`src/rtl/rst_domain_sequencer_pkg.sv`:
```
// Shared state encodings and default sizing for the reset-domain sequencer.
package rst_domain_sequencer_pkg;

  typedef enum logic [2:0] {
    S_DELAY = 3'd0,
    S_WAIT  = 3'd1,
    S_RUN   = 3'd2,
    S_SHUT  = 3'd3,
    S_FAULT = 3'd4
  } state_e;

  localparam int DEF_N_DOM     = 4;
  localparam int DEF_STAGE_DLY = 16;
  localparam int DEF_TIMEOUT   = 255;
  localparam int DEF_CNT_W     = 8;
  localparam int DEF_IDX_W     = 2;

endpackage

```
`src/rtl/rst_domain_sequencer_sync.sv`:
```
// Active-low reset bridge: asserts asynchronously, releases after two clock edges.
// No data path, so no latency or backpressure beyond the two-edge release.
module rst_n_synch_bridge (
  input  logic clk_i,
  input  logic rst_n_i,
  output logic rst_n_o
);

  logic [1:0] sync_q;

  always_ff @(posedge clk_i or negedge rst_n_i) begin
    if (!rst_n_i) begin
      sync_q <= 2'b00;
    end else begin
      sync_q <= {sync_q[0], 1'b1};
    end
  end

  assign rst_n_o = sync_q[1];

endmodule

```
`src/rtl/rst_domain_sequencer.sv`:
```
// Ordered reset-release controller: settle, release, await ready per domain in index order.
// All outputs registered; restart re-asserts domains high-to-low, one per cycle.
module rst_domain_sequencer
  import rst_domain_sequencer_pkg::*;
#(
  parameter int N_DOM     = DEF_N_DOM,
  parameter int STAGE_DLY = DEF_STAGE_DLY,
  parameter int TIMEOUT   = DEF_TIMEOUT,
  parameter int CNT_W     = DEF_CNT_W,
  parameter int IDX_W     = DEF_IDX_W
) (
  input  logic             CLK,
  input  logic             I_RST_N,
  input  logic             I_SW_RST,
  input  logic [N_DOM-1:0] I_DOM_RDY,
  output logic [N_DOM-1:0] O_DOM_RST,
  output logic             O_ALL_RDY,
  output logic             O_BUSY,
  output logic             O_FAULT,
  output logic [IDX_W-1:0] O_STAGE
);

  localparam logic [CNT_W-1:0] DLY_LAST = CNT_W'(STAGE_DLY - 1);
  localparam logic [CNT_W-1:0] TO_LAST  = CNT_W'(TIMEOUT - 1);
  localparam logic [IDX_W-1:0] IDX_LAST = IDX_W'(N_DOM - 1);

  logic rst_n;

  rst_n_synch_bridge u_rst_sync (
    .clk_i   (CLK),
    .rst_n_i (I_RST_N),
    .rst_n_o (rst_n)
  );

  state_e             state_q,   state_d;
  logic [CNT_W-1:0]   cnt_q,     cnt_d;
  logic [IDX_W-1:0]   idx_q,     idx_d;
  logic [N_DOM-1:0]   dom_rst_q, dom_rst_d;
  logic               all_rdy_q, all_rdy_d;
  logic               busy_q,    busy_d;
  logic               fault_q,   fault_d;

  logic               fail_vld;
  logic [IDX_W-1:0]   fail_idx;

  // Lowest-numbered domain whose ready has dropped; only consulted in RUN.
  always_comb begin
    fail_vld = 1'b0;
    fail_idx = '0;
    for (int i = N_DOM - 1; i >= 0; i--) begin
      if (!I_DOM_RDY[i]) begin
        fail_vld = 1'b1;
        fail_idx = IDX_W'(i);
      end
    end
  end

  always_ff @(posedge CLK or negedge rst_n) begin
    if (!rst_n) begin
      state_q   <= S_DELAY;
      cnt_q     <= '0;
      idx_q     <= '0;
      dom_rst_q <= '1;
      all_rdy_q <= 1'b0;
      busy_q    <= 1'b1;
      fault_q   <= 1'b0;
    end else begin
      state_q   <= state_d;
      cnt_q     <= cnt_d;
      idx_q     <= idx_d;
      dom_rst_q <= dom_rst_d;
      all_rdy_q <= all_rdy_d;
      busy_q    <= busy_d;
      fault_q   <= fault_d;
    end
  end

  always_comb begin
    state_d   = state_q;
    cnt_d     = cnt_q;
    idx_d     = idx_q;
    dom_rst_d = dom_rst_q;
    all_rdy_d = all_rdy_q;
    busy_d    = busy_q;
    fault_d   = fault_q;

    unique case (state_q)
      S_DELAY: begin
        if (cnt_q == DLY_LAST) begin
          dom_rst_d[idx_q] = 1'b0;
          cnt_d            = '0;
          state_d          = S_WAIT;
        end else begin
          cnt_d = cnt_q + CNT_W'(1);
        end
      end

      S_WAIT: begin
        if (I_DOM_RDY[idx_q]) begin
          cnt_d = '0;
          if (idx_q == IDX_LAST) begin
            state_d   = S_RUN;
            all_rdy_d = 1'b1;
            busy_d    = 1'b0;
          end else begin
            idx_d   = idx_q + IDX_W'(1);
            state_d = S_DELAY;
          end
        end else if (cnt_q == TO_LAST) begin
          // idx is kept so O_STAGE names the domain that never came up.
          state_d   = S_FAULT;
          cnt_d     = '0;
          fault_d   = 1'b1;
          dom_rst_d = '1;
          all_rdy_d = 1'b0;
          busy_d    = 1'b0;
        end else begin
          cnt_d = cnt_q + CNT_W'(1);
        end
      end

      S_RUN: begin
        if (I_SW_RST) begin
          state_d   = S_SHUT;
          idx_d     = IDX_LAST;
          all_rdy_d = 1'b0;
          busy_d    = 1'b1;
        end else if (fail_vld) begin
          state_d   = S_FAULT;
          idx_d     = fail_idx;
          fault_d   = 1'b1;
          dom_rst_d = '1;
          all_rdy_d = 1'b0;
          busy_d    = 1'b0;
        end
      end

      S_SHUT: begin
        dom_rst_d[idx_q] = 1'b1;
        if (idx_q == '0) begin
          cnt_d   = '0;
          state_d = S_DELAY;
        end else begin
          idx_d = idx_q - IDX_W'(1);
        end
      end

      S_FAULT: begin
        dom_rst_d = '1;
        all_rdy_d = 1'b0;
        busy_d    = 1'b0;
        if (I_SW_RST) begin
          fault_d = 1'b0;
          idx_d   = '0;
          cnt_d   = '0;
          busy_d  = 1'b1;
          state_d = S_DELAY;
        end
      end

      default: begin
        state_d   = S_DELAY;
        cnt_d     = '0;
        idx_d     = '0;
        dom_rst_d = '1;
        all_rdy_d = 1'b0;
        busy_d    = 1'b1;
      end
    endcase
  end

  assign O_DOM_RST = dom_rst_q;
  assign O_ALL_RDY = all_rdy_q;
  assign O_BUSY    = busy_q;
  assign O_FAULT   = fault_q;
  assign O_STAGE   = idx_q;

endmodule

```
`config.mk`:
```
export PLATFORM = sky130hd
export DESIGN_NAME = rst_domain_sequencer
export DESIGN_NICKNAME = d
export VERILOG_FILES = /design/src/rtl/rst_domain_sequencer_pkg.sv /design/src/rtl/rst_domain_sequencer_sync.sv /design/src/rtl/rst_domain_sequencer.sv
export SDC_FILE = /design/constraint.sdc
export NUM_CORES = 1
export LEC_CHECK = 0
export ABC_CLOCK_PERIOD_IN_PS = 800
export CAP_MARGIN = 20
export CORE_MARGIN = 1
export CORE_UTILIZATION = 45
export DETAILED_ROUTE_END_ITERATION = 16
export PLACE_DENSITY = 0.72
export SYNTH_ARGS = -nofsm -noshare
export SYNTH_HDL_FRONTEND = slang
export SYNTH_HIERARCHICAL = 1
export SYNTH_SLANG_ARGS = --single-unit
```
`constraint.sdc`:
```
create_clock -name CLK -period 0.8 [get_ports CLK]
set_input_delay 0.12 -clock CLK [delete_from_list [all_inputs] [get_ports CLK]]
set_output_delay 0.12 -clock CLK [all_outputs]
set_load 0.05 [all_outputs]
```
# Word level (Yosys, flattened, before mapping)
# Index checks and enable logic that the tools add are counted.
classes:
  addsub: 3
  order_cmp: 2
  eq_ne: 20
  mux: 57
  bitwise: 6
  reduce_logical: 11
op_table:
  columns: ["cell", "count"]
  rows:
  - ["$mux 8", 5]
  - ["$pmux 8 s5", 1]
  - ["$mux 2", 11]
  - ["$mux 3", 7]
  - ["$mux 1", 20]
  - ["$mux 4", 5]
  - ["$ne 2x2->1 const B", 10]
  - ["$pmux 4 s4", 1]
  - ["$pmux 3 s5", 1]
  - ["$reduce_and 6->1", 2]
  - ["$pmux 2 s5", 1]
  - ["$reduce_and 5->1", 2]
  - ["$ne 3x3->1 const B", 3]
  - ["$add 8x1->8 const B", 1]
  - ["$eq 8x4->1 const B", 1]
  - ["$eq 8x8->1 const B", 1]
  - ["$eq 3x2->1 const B", 2]
  - ["$pmux 1 s3", 2]
  - ["$and 4x4->4", 1]
  - ["$not 4->4", 1]
  - ["$or 4x4->4", 1]
  - ["$pmux 1 s4", 1]
  - ["$reduce_and 4->1", 1]
  - ["$eq 3x1->1 const B", 1]
  - ["other kinds (15)", 17]
totals:
  register_bits: 22
  input_bits: 7
  out_inout_bits: 9
  word_cells: 107

# Longest topological paths before layout
depth:
  ltp_word: 8
  depth_mapped: 6
  depth_no_buf: 6

# Cells and area by module
# Netlist, hierarchy kept.
by_module_without_submodules:
  columns: ["mod", "n_inst", "cells_each", "area_per_inst_um2", "seq_area_each_um2"]
  rows:
  - ["rst_domain_sequencer", 1, 160, 1407.6, 506.7]
  - ["rst_n_synch_bridge", 1, 3, 53.8, 50.0]

# Least setup slack after synthesis
# OpenSTA, ideal clock, no wires.
synth_timing:
  path_type: "register to register"
  start: "register idx_q[0], in the netlist O_STAGE[0]"
  end: "register state_q[2]"
  setup_ns: 0.121
  t_arrival_ns: 1.939
  required_time_ns: 0.679
  setup_slack_ns: -1.260
  stages_incl_launch_ff: 5
  path_buffers: 0
  synth_period_minus_slack_ns: 2.060
  path_cell_list: "dfrtp_1 mux4_2 a211oi_4 nor2_2 a22o_1"
synth_via:
  elab_chain_len: 4
  elab_cells_between_ends: 8
  classes_between: "2 x eq/ne; 4 x mux; 2 x reduce/logical"
synth_lines:
  columns: ["element", "line", "rtl"]
  rows:
  - ["from (decl)", "rst_domain_sequencer.sv:37", "logic [IDX_W-1:0] idx_q, idx_d;"]
  - ["from (signal assigned)", "rst_domain_sequencer.sv:70", "idx_q <= idx_d;"]
  - ["$bmux 1 s2", "rst_domain_sequencer.sv:99", "if (I_DOM_RDY[idx_q]) begin"]
  - ["$mux 1 (not written as such)", "rst_domain_sequencer.sv:99", null]
  - ["$ne 3x3->1 (no source line) or $mux 3 (tied branches)", null, null]
  - ["$reduce_and 5->1 (no source line) or $pmux 3 s5 (tied branches)", null, null]
  - ["to (signal assigned)", "rst_domain_sequencer.sv:68", "state_q <= state_d;"]
  - ["to (decl)", "rst_domain_sequencer.sv:35", "state_e state_q, state_d;"]
# Several ways; a longest one is shown, not always the timed one. The select of a mux whose other input is x is not followed.
# A chain may end at the register's enable or synchronous reset.

# Worst setup path in the final report
layout_timing:
  start: "register idx_q[0], in the netlist O_STAGE[0]"
  end: "register cnt_q[2]"
layout_via:
  elab_chain_len: 4
  elab_cells_between_ends: 7
  classes_between: "1 x eq/ne; 4 x mux; 2 x reduce/logical"
layout_lines:
  columns: ["element", "line", "rtl"]
  rows:
  - ["$bmux 1 s2", "rst_domain_sequencer.sv:99", null]
  - ["$mux 1 (not written as such)", "rst_domain_sequencer.sv:99", null]
  - ["$mux 8", "rst_domain_sequencer.sv:99", null]
  - ["$pmux 8 s5", "rst_domain_sequencer.sv:87", "unique case (state_q)"]
  - ["to (signal assigned)", "rst_domain_sequencer.sv:69", "cnt_q <= cnt_d;"]
  - ["to (decl)", "rst_domain_sequencer.sv:36", "logic [CNT_W-1:0] cnt_q, cnt_d;"]
# Several ways; a longest one is shown, not always the timed one. The select of a mux whose other input is x is not followed.

==> impl_metrics.toml <==
[timing]
fin_ws_ps = -1024
tns_ps = -21460
timing.final.crit_share_pct = 228.0
hold_viol_final = 0
setup_viol = 29
final_max_slew_viol_count = 0
fin_crit_ps = 1824
rsz0062_at_grt = "yes"
max_freq_mhz = 548.2
finalClockSkew_ps = 4.182

[layout]
final_area_um2 = 2554
synthToLayoutAreaGrowth_pct = 74.74
nNetsFinal = 258
drive_above_1_share_pct = 54.84
nFillCells = 180
n_antenna_cell = 0
mostFrequentLayoutCell = "buf_4"
final_cell_mix = "buf_4, nand2_1, dfrtp_1, nor2_1, buf_6"

[power_and_ir_drop]
p_leak_nw = 1.103
combPwrFrac_pct = 70.7
swShare_pct = 42.46
clockPowerShare_pct = 8.2
ir_drop_v = 0.002314
intPower_mw = 4.456
sequentialPowerShare_pct = 21.1
power_switching_mw = 3.288
cellPowerDensity_nw_per_um2 = 3033

[global_routing]
grt_pass1_wl_um = 7790
grt_pass1_vias = 1703
grt_usage_pct = 30.69
grt_max_degree = 21
antenna_found_initial = 0
overflow = 0

[run_status]
status = "complete, but fails checks"
violations = "setup timing"

[placement]
placed_area_um2 = 2166
globalplace.congestion = 0.8976
numPortBuffers = 15
place_hpwl_um = 3274

[logic_synthesis]
synthArstFlopShare_pct = 100.0
synth_top_family_by_area = "simple AND/OR/NAND/NOR gates"
synth-compound-area-share_pct = 24.83
synth_area_leaders = "dfrtp_1, dfstp_2, nand2_1"
yosysSeqAreaShare_pct = 38.10
yosys.area.top_type = "dfrtp_1"
synthAdderAreaFrac_pct = 1.712
synthXorXnorAreaFrac_pct = 1.199
ys_ff_latch = 22
synthSimpleGateAreaFrac_pct = 27.31
synth-edff-count = 0
syn-instance-count = 163
yosysWarnings = 6
synth_cell_types = 55
syn_nets = 172
syn_avg_cell_area_um2 = 8.966
synth_top_area_share_pct = 29.11
muxShareOfSynthArea_pct = 2.997
synth_flop_cell = "dfrtp_1"
syn_area_um2 = 1461

[die]
start_util_pct = 47.48
num_rows = 20
io-pin-count = 16
die-area_um2 = 3479
die_w_um = 58.99
core_area_um2 = 3078
die_h_um = 58.99

[cts]
clockBufferDepth = 2
cts.sinks = 22
cts_root_buf = "clkbuf_4"
cts.clk_slew.worst_paths_ps = 130
clk_latency_ps = 320
cts_buffers = 3
htree_levels = 1
cts_tree = "built"

[routing]
first_pass_iters = 4
antenna_left = 0
vias_per_cell = 5.863
drt_wl_total_um = 5302
first_iter_violations = 85
vias = 1712
wl_per_cell_um = 18.16
route.detailed.drc = 0

[worst_setup_path]
cp-start-kind = "flop"
r2r_cells = 5
end_kind = "flop"
critPathArrivalTime_ps = 2030
reg2reg_to = "cnt_q[2]"
path_class = "flop to flop"
critPathMaxFanout = 4
r2r-start = "O_STAGE[0]"
required_ps = 1010
regToRegSetupSlack_ps = -1020

[run]
drv_cap = 0

[worst_hold_path]
hold_class = "flop to async pin"
==> state kept, by name, indices dropped and copies added, names as in the netlist <==
name,count
cnt_q,8
O_DOM_RST,4
state_q,3
O_STAGE,2
u_rst_sync/sync_q,2
O_ALL_RDY,1
O_BUSY,1
O_FAULT,1
==> kinds of logic (layout without fill, tap and decap cells) <==
group | after synthesis | count (layout)
simple gates | 72 | 72
compound gates | 48 | 48
flops | 22 | 22
buf+inv | 13 | 98
mux | 3 | 3
fa+ha+maj | 2 | 2
xor+xnor | 2 | 2
other cells | 1 | 1
==> Yosys cell counts (2+ instances only) <==
master	n
o32ai_1	2
buf_2	3
inv_1	7
nand2_1	19
or3_1	3
a211oi_1	2
nor2_1	13
nor3b_1	2
or2_2	2
nand3_1	4
nor3_1	3
o31ai_1	2
dfrtp_1	17
o21ai_0	10
nor2b_1	5
a21oi_1	8
o211ai_1	4
nand4b_1	3
dfstp_2	5
a311o_1	2
clkbuf_1	3
ha_1	2
and3_1	3
nand2b_1	4
o21a_1	2
o221a_2	4
==> stage by stage <==
stage / std cells / utilization (%) / worst slack [ps] / hold slack [ps] / power, mW
2_1_floorplan: 163 / - / -1106 / -175.6 / 3.756
3_3_place_gp: 272 / 70.37 / -1060 / 200.8 / 5.529
3_5_place_dp: 272 / 70.37 / -1163 / 200.8 / 5.676
4_1_cts: 286 / 78.94 / -902.6 / 224.9 / 6.979
5_1_grt: 292 / 82.97 / -1085 / 231.6 / 8.117
6_report: 292 / 82.97 / -1024 / 218.4 / 7.744
==> metal layers <==
layer  up-vias  routed length (µm)  track usage, %
met5         -                   0               0
li1        788                   -               -
met2        62                2709           53.25
met3        10                 248           8.079
met4         0                  87           11.90
met1       852                2256           36.19
==> power by group through the flow <==
stage	logic (mW)	registers, mW	clock network, mW
3_5_place_dp	4.09	1.59	0
4_1_cts	4.75	1.59	0.639
6_report	5.48	1.63	0.634
5_1_grt	5.78	1.65	0.687
2_1_floorplan	1.82	1.94	0
3_3_place_gp	3.95	1.58	0
==> layout make-up <==
| cell class | count | area, µm² | share of cell area, % |
|---|---|---|---|
| Clock buffer | 4 | 36.28 | 1.421 |
| Multi-Input combinational cell | 128 | 1035 | 40.52 |
| Inverter | 7 | 26.28 | 1.029 |
| Tap cell | 44 | 55.05 | 2.156 |
| Timing Repair Buffer | 87 | 840.8 | 32.93 |
| Sequential cell | 22 | 560.5 | 21.95 |
==> what timing repair did <==
action                     in CTS  in global routing
setup endpoints to repair      29                 29
hold endpoints to repair        2                  0
buffers inserted                9                  8
pin swaps                      11                 14
gates resized for setup        42                 18
hold buffers                    1                  0
==> worst max-delay path: stages (launching register included) <==
cell	delay, ps
dfrtp_2	410
mux4_2	570
a211oi_4	230
buf_6	160
nor2_1	60
o311ai_2	270
==> worst max path at each step <==
stage / from / endpoint / depth (start not counted)
2_1_floorplan: O_STAGE[0] / state_q[2] / 4
3_3_place_gp: I_DOM_RDY[1] / O_DOM_RST[0] / 6
3_5_place_dp: I_DOM_RDY[0] / O_BUSY / 5
4_1_cts: O_STAGE[0] / O_BUSY / 4
5_1_grt: O_STAGE[0] / cnt_q[2] / 5
6_report: O_STAGE[0] / cnt_q[2] / 5
No activity file was read; power rests on OpenSTA's default activity.
